File: src/rtl/transpose_buffer_pp.sv
// rtl/transpose_buffer_pp.sv - ping-pong N x N block transpose buffer
// One bank fills in raster order while the other drains transposed or raster.
module transpose_buffer_pp #(
   parameter int WIDTH = 12,
   parameter int N     = 8
) (
   input  logic             clk,
   input  logic             rst,
   input  logic [WIDTH-1:0] S_in,
   input  logic             ena_in,
   output logic             rdy_out,
   input  logic             mode_in,
   output logic [WIDTH-1:0] S_out,
   output logic             ena_out,
   input  logic             rdy_in
);

   localparam int L  = $clog2(N);
   localparam int AW = 2 * L;

   typedef enum logic [1:0] {
      B_EMPTY,
      B_FILLING,
      B_FULL,
      B_DRAINING
   } bank_state_t;

   bank_state_t      bank_q [2];
   bank_state_t      bank_d [2];
   logic [1:0]       mode_q;
   logic             wbank;
   logic             rbank;
   logic             rd_active;
   logic             out_bank;
   logic             out_last;
   logic [AW-1:0]    wcnt;
   logic [AW-1:0]    rcnt;
   logic [AW-1:0]    raddr;
   logic             wr_xfer;
   logic             issue;
   logic             out_xfer;
   logic             wcnt_last;
   logic             rcnt_last;
   logic [WIDTH-1:0] mem [2*N*N];

   assign rdy_out   = rst & ((bank_q[wbank] == B_EMPTY) || (bank_q[wbank] == B_FILLING));
   assign wr_xfer   = ena_in & rdy_out;
   assign out_xfer  = ena_out & rdy_in;
   // A read is issued only when the output register is free or being emptied this edge.
   assign issue     = rd_active & (~ena_out | rdy_in);
   assign wcnt_last = &wcnt;
   assign rcnt_last = &rcnt;
   // Transposed address swaps the row/column halves of the output index.
   assign raddr     = mode_q[rbank] ? {rcnt[L-1:0], rcnt[AW-1:L]} : rcnt;

   always_comb begin
      for (int b = 0; b < 2; b++) begin
         bank_d[b] = bank_q[b];
         if (wr_xfer && (wbank == b[0])) begin
            if (wcnt_last)
               bank_d[b] = B_FULL;
            else if (wcnt == '0)
               bank_d[b] = B_FILLING;
         end
         if (issue && (rbank == b[0]) && (rcnt == '0))
            bank_d[b] = B_DRAINING;
         if (out_xfer && out_last && (out_bank == b[0]))
            bank_d[b] = B_EMPTY;
      end
   end

   always_ff @(posedge clk or negedge rst) begin
      if (!rst) begin
         bank_q[0] <= B_EMPTY;
         bank_q[1] <= B_EMPTY;
      end else begin
         bank_q[0] <= bank_d[0];
         bank_q[1] <= bank_d[1];
      end
   end

   always_ff @(posedge clk) begin
      if (wr_xfer)
         mem[{wbank, wcnt}] <= S_in;
   end

   always_ff @(posedge clk or negedge rst) begin
      if (!rst) begin
         wcnt   <= '0;
         wbank  <= 1'b0;
         mode_q <= '0;
      end else if (wr_xfer) begin
         wcnt <= wcnt + AW'(1);
         if (wcnt == '0)
            mode_q[wbank] <= mode_in;
         if (wcnt_last)
            wbank <= ~wbank;
      end
   end

   // Chain straight into the other bank when it is already full, so back-to-back blocks have no bubble.
   always_ff @(posedge clk or negedge rst) begin
      if (!rst) begin
         rcnt      <= '0;
         rbank     <= 1'b0;
         rd_active <= 1'b0;
      end else if (issue) begin
         rcnt <= rcnt + AW'(1);
         if (rcnt_last) begin
            rbank     <= ~rbank;
            rd_active <= (bank_q[~rbank] == B_FULL);
         end
      end else if (!rd_active && (bank_q[rbank] == B_FULL)) begin
         rd_active <= 1'b1;
      end
   end

   always_ff @(posedge clk or negedge rst) begin
      if (!rst) begin
         S_out    <= '0;
         ena_out  <= 1'b0;
         out_bank <= 1'b0;
         out_last <= 1'b0;
      end else if (issue) begin
         S_out    <= mem[{rbank, raddr}];
         ena_out  <= 1'b1;
         out_bank <= rbank;
         out_last <= rcnt_last;
      end else if (rdy_in) begin
         ena_out <= 1'b0;
      end
   end

endmodule

File: config.mk
export PLATFORM = sky130hd
export DESIGN_NAME = transpose_buffer_pp
export DESIGN_NICKNAME = d
export VERILOG_FILES = /design/src/rtl/transpose_buffer_pp.sv
export SDC_FILE = /design/constraint.sdc
export NUM_CORES = 2
export LEC_CHECK = 0
export BUFFER_PORTS_ARGS = -buffer_cell sky130_fd_sc_hd__buf_4
export CORE_MARGIN = 2
export CORE_UTILIZATION = 40
export CTS_CLUSTER_SIZE = 8
export DETAILED_ROUTE_END_ITERATION = 12
export GPL_TIMING_DRIVEN = 0
export PLACE_DENSITY = 0.51
export SETUP_SLACK_MARGIN = 0.4
export SYNTH_ARGS = -nofsm -noshare
export SYNTH_HDL_FRONTEND = slang
export SYNTH_SLANG_ARGS = --single-unit
File: constraint.sdc
create_clock -name clk -period 3.1 [get_ports clk]
set_input_delay 0.155 -clock clk [delete_from_list [all_inputs] [get_ports clk]]
set_output_delay 0.155 -clock clk [all_outputs]
set_load 0.02 [all_outputs]
## Word-level counts from Yosys, hierarchy flattened

Memories as Yosys holds them, arrays and structs flattened. A register that Yosys moved wholly into a read port is not among the register bits.
Index checks and enable logic that the tools add are counted.
W data, S select, Z words.

- Flip-flop bits (word level): 24
- Bits in writable memories: 1,536
- Bits of input ports: 17
- Output and inout bits: 14
- Logic and storage cells: 97
- Memories kept: 1

Memory list:

| memory | depth | bits a word | read ports | clocked after Yosys merged registers in | wr ports | line | RTL |
|---|---|---|---|---|---|---|---|
| mem | 128 | 12 | 1 | 1 | 1 | 44 | `logic [WIDTH-1:0] mem [2*N*N];` |

- Add/sub/neg operators: 2
- Order comparisons: 6
- Equal/unequal tests: 4
- Mux-type cells: 30
- Bitwise logic cells: 12
- Reductions and logical operators: 31

Operators with widths:

| kind | count |
|---|---|
| $mux W2 | 17 |
| $reduce_and A7 Y1 | 2 |
| $add A6 B1 Y6 const B | 2 |
| $logic_not A6 Y1 | 2 |
| $reduce_and A6 Y1 | 2 |
| $logic_and A1 B1 Y1 | 11 |
| $mux W1 | 10 |
| $reduce_and A2 Y1 | 4 |
| $reduce_bool A4 Y1 | 2 |
| $ge A2 B2 Y1 const B | 3 |
| $mux W6 | 1 |
| $not A1 Y2 | 3 |
| $reduce_bool A3 Y1 | 2 |
| $and A1 B1 Y1 | 4 |
| $eq A2 B2 Y1 const B | 2 |
| $lt A1 B2 Y1 const B | 2 |
| $not A1 Y1 | 4 |
| $reduce_bool A2 Y1 | 2 |
| $bwmux W2 | 1 |
| $eq A2 B1 Y1 const B | 1 |
| $logic_not A1 Y1 | 2 |
| $logic_not A2 Y1 | 1 |
| $ne A2 B1 Y1 const B | 1 |
| $demux W1 S1 | 1 |
| 3 further kinds | 3 |

## Logic depth before layout (Yosys ltp)

- Word-level depth: 12
- Gate-level depth with buffers: 12
- Depth with buffers taken out: 8

## Least setup slack after synthesis

OpenSTA, ideal clock, no wires.

- Path type: register -> register
- Start point: register rbank
- End point: register S_out[2] (read register of mem)
- Library setup time: 137 ps
- Arrival: 2,529 ps
- Data required time: 2,963 ps
- Slack: 434 ps
- Stages on the path, launching flop included: 10
- Buffers on the path: 2
- Period minus slack after synthesis: 2,666 ps
- Cell sequence: dfrtp_1 > mux2i_4 > mux2i_1 > buf_4 > buf_2 > mux4_2 > o221ai_1 > nor4_1 > nor4_1 > a21oi_1

- Cells in the longest elaborated chain, start to end: 3

Ends and longest elaborated chain:

| item | line | RTL |
|---|---|---|
| from (decl) | 32 | `logic rbank;` |
| from (signal assigned) | 110 | `rbank <= ~rbank;` |
| $mux W1 (not written as such) (2 in a row) | 54 | `assign raddr = mode_q[rbank] ? {rcnt[L-1:0], rcnt[AW-1:L]} : rcnt;` |
| $mux W6 | 54 |  |
| to (decl) | 13 | `output logic [WIDTH-1:0] S_out,` |

Several ways; a longest one is shown, not always the timed one. The select of a mux whose other input is x is not followed.
A chain may end at the register's enable or synchronous reset.

## Final worst setup path

- Start point: register rbank
- End point: register S_out[4] (read register of mem)

Same word-level chain as after synthesis.

==> results.py <==
metrics = {
    "grt": {
        "grt_max_degree": 129,
        "grt_pass1_wl_um": 306000,
        "antenna_found_initial": 6,
        "grt_usage_pct": 28.7,
        "grt_overflow": 0,
        "grt_pass1_vias": 36600,
    },
    "sta": {
        "final_hold_viol_count": 0,
        "tightestPinTransition_ns": 1.04,
        "fin_worst_skew_ns": 0.0795,
        "rsz0062_at_grt": "true",
        "timing.hold.ws_ns": 0.134,
        "slew_violations": 0,
        "period_share_pct": 115,
        "setup_viol": 12,
        "period_minus_slack_ns": 3.58,
        "setup_slack_ns": -0.477,
        "fmax_ghz": 0.280,
        "fin_setup_tns_ns": -4.44,
        "slew_headroom_pct": 30.8,
    },
    "clock_tree": {
        "cts_tree": "yes",
        "clk_latency_ns": 0.86,
        "h-tree-depth": 4,
        "clk_pin_slew_ns": 0.05,
        "cts_sinks": 1572,
        "ctsRootBufferMaster": "clkbuf_16",
        "clock_path_buffers": 3,
        "numCtsBuffers": 214,
    },
    "logic_synthesis": {
        "syn_area_um2": 61000,
        "synthFlopType": "edfxtp_1",
        "syn-num-nets": 3930,
        "synthCells": 3909,
        "synth_edf_count": 1536,
        "synthArstFlopShare_pct": 2.29,
        "yosysWarnings": 0,
        "avgSynthCellArea_um2": 15.6,
        "ys_seq_area_share_pct": 77.1,
        "ys_seq_elements": 1572,
        "yosysUniqueCellTypes": 45,
    },
    "die": {
        "initial_utilization_pct": 40.2,
        "die-area_um2": 156000,
        "pin_count": 31,
        "die_x_um": 394,
        "core_um2": 152000,
        "die_h_um": 394,
        "rows": 143,
    },
    "setup_path": {
        "end_kind": "flip-flop",
        "cp-start-kind": "flip-flop",
        "arrival_ns": 4.24,
        "crit_fanout": 10,
        "required_ns": 3.76,
        "criticalPathCategory": "reg2reg",
    },
    "drt": {
        "drtIter0Drc": 5512,
        "routed_via_density": 6.05,
        "first_pass_iters": 6,
        "num_vias": 39300,
        "drtAntennaViolNets": 0,
        "drc": 0,
        "routed_wl_um": 228000,
        "avgRoutedWirePerCell_um": 35.1,
    },
    "final_layout": {
        "drive_gt1_share_pct": 26.0,
        "layout.nets": 4403,
        "final_cell_mix": "1536 x edfxtp_1, 875 x nand2_1, 290 x nand3_1",
        "fill_cells": 12700,
        "final_common_cell": "edfxtp_1",
        "stdcell_area_um2": 76500,
        "area_growth_pct": 25.5,
        "multi_input_area_um2": 15600,
        "seq_area_um2": 47000,
    },
    "pwr": {
        "switching_power_mw": 26.8,
        "power_frac_clock_pct": 30.3,
        "irDropWorstVdd_v": 0.000761,
        "seq_power_share_pct": 33.6,
        "power_mw": 70.5,
        "cellLeakagePower_nw": 24.7,
        "p_sw_share_pct": 38.0,
        "powerDensity_nw_per_um2": 922,
        "power.share.combinational_pct": 36.1,
        "intPower_mw": 43.7,
    },
    "status": {
        "violations": "negative setup slack",
        "status": "complete, but fails checks",
    },
    "placement": {
        "dp_worst_setup_slack_ns": -2.50,
        "detailed_place.area_um2": 65200,
        "globalplace.congestion": 0.914,
        "portBuffers": 30,
        "dp_hpwl_um": 148000,
    },
    "flow_run": {
        "cap_violations": 0,
    },
    "min_path": {
        "hold_path.class": "in2reg",
    },
}
power by group through the flow:
| stage | Clock, mW | Combinational (mW) | Sequential (mW) |
|---|---|---|---|
| 2_1_floorplan | 0 | 9.82 | 24.1 |
| 3_5_place_dp | 0 | 20.3 | 24.1 |
| 5_1_grt | 22.4 | 25.8 | 23.7 |
| 3_3_place_gp | 0 | 20.0 | 24.1 |
| 4_1_cts | 21.5 | 23.6 | 23.7 |
| 6_report | 21.3 | 25.5 | 23.7 |
cell type report:
cell class	count	share of cell area, %
Timing Repair Buffer	260	4.18
Antenna cell	6	0.0196
Multi-Input combinational cell	2085	20.4
Inverter	8	0.0392
Tap cell	2030	3.32
Sequential cell	1572	61.4
Clock inverter	17	0.477
Clock buffer	270	7.27
Buffer	241	2.80
metal layers:
| metal | global-route usage [%] | part of all wire (%) |
|---|---|---|
| met1 | 39.5 | 39 |
| met2 | 43.7 | 45 |
| met3 | 7.73 | 12 |
| met4 | 10.6 | 3.8 |
| met5 | 0 | 0 |
cells in the mapped netlist, drive strengths merged (49+ instances only):
master  instances  area share [%]
edfxtp       1536              76
nand2         885             5.4
nand3         301             2.5
nor2          163             1.0
buf           152             1.3
mux2i         152             2.5
a31oi         149             1.5
a32oi         144             2.1
mux4           96             3.5
clkbuf         92            0.57
nor4           60            0.62
o221ai         49            0.70
registers in the layout, summed over array words and instances, names as in the netlist:
name	count
S_out	12
bank_q	4
ena_out	1
mem	1536
mode_q	2
out_bank	1
out_last	1
rbank	1
rcnt	6
rd_active	1
wbank	1
wcnt	6
repair_timing:
action                     in CTS  in global routing
gates cloned                    3                  5
hold endpoints to repair      530                 57
setup buffers                  67                 61
setup endpoints to repair    1556               1364
gates resized for setup       623                232
pin swaps                      66                 55
hold buffers                   16                  2
worst max-delay path, cell delays in order, from the launching register on:
cell and delay (ns):
dfrtp_2 0.43, mux2i_4 0.32, buf_4 0.15, mux2_2 0.42
nor2_1 0.19, buf_4 0.29, buf_4 0.32, a32oi_1 0.20
a31oi_2 0.38, nor4_4 0.13, nor4_4 0.43, a21oi_1 0.12
kinds of logic after synthesis:
logic type / after synthesis / share of synthesized area (%)
XOR/XNOR: 12 / 0.172
adder cells (fa/ha/maj): 4 / 0.0821
buffers and inverters: 252 / 1.95
AO/OA/AOI/OAI: 367 / 4.52
flip-flops: 1572 / 77.1
multiplexers: 253 / 6.19
AND/OR/NAND/NOR: 1449 / 9.98
final timing paths:
check	from	slack, ns	endpoint	depth (start not counted)
setup / recovery	rbank$_DFFE_PN0P_	-0.48	S_out[4]$_DFFE_PN0N_	11
hold reg to reg	rd_active$_DFFE_PN0P_	0.53	ena_out$_DFFE_PN0P_	1
min in group asynchronous	rst	0.58	wcnt[2]$_DFFE_PN0P_	4
setup reg to reg	rbank$_DFFE_PN0P_	-0.48	S_out[4]$_DFFE_PN0N_	11
hold / removal	mode_in	0.13	mode_q[1]$_DFFE_PN0P_	3
max in group asynchronous	rst	2.27	rbank$_DFFE_PN0P_	4
per-stage QoR:
step	utilization, %	instances
2_1_floorplan	-	3909
3_3_place_gp	42.0	5969
3_5_place_dp	43.0	6043
4_1_cts	49.2	6414
5_1_grt	50.4	6484
6_report	50.4	6489
(Power assumes the default switching activity.)
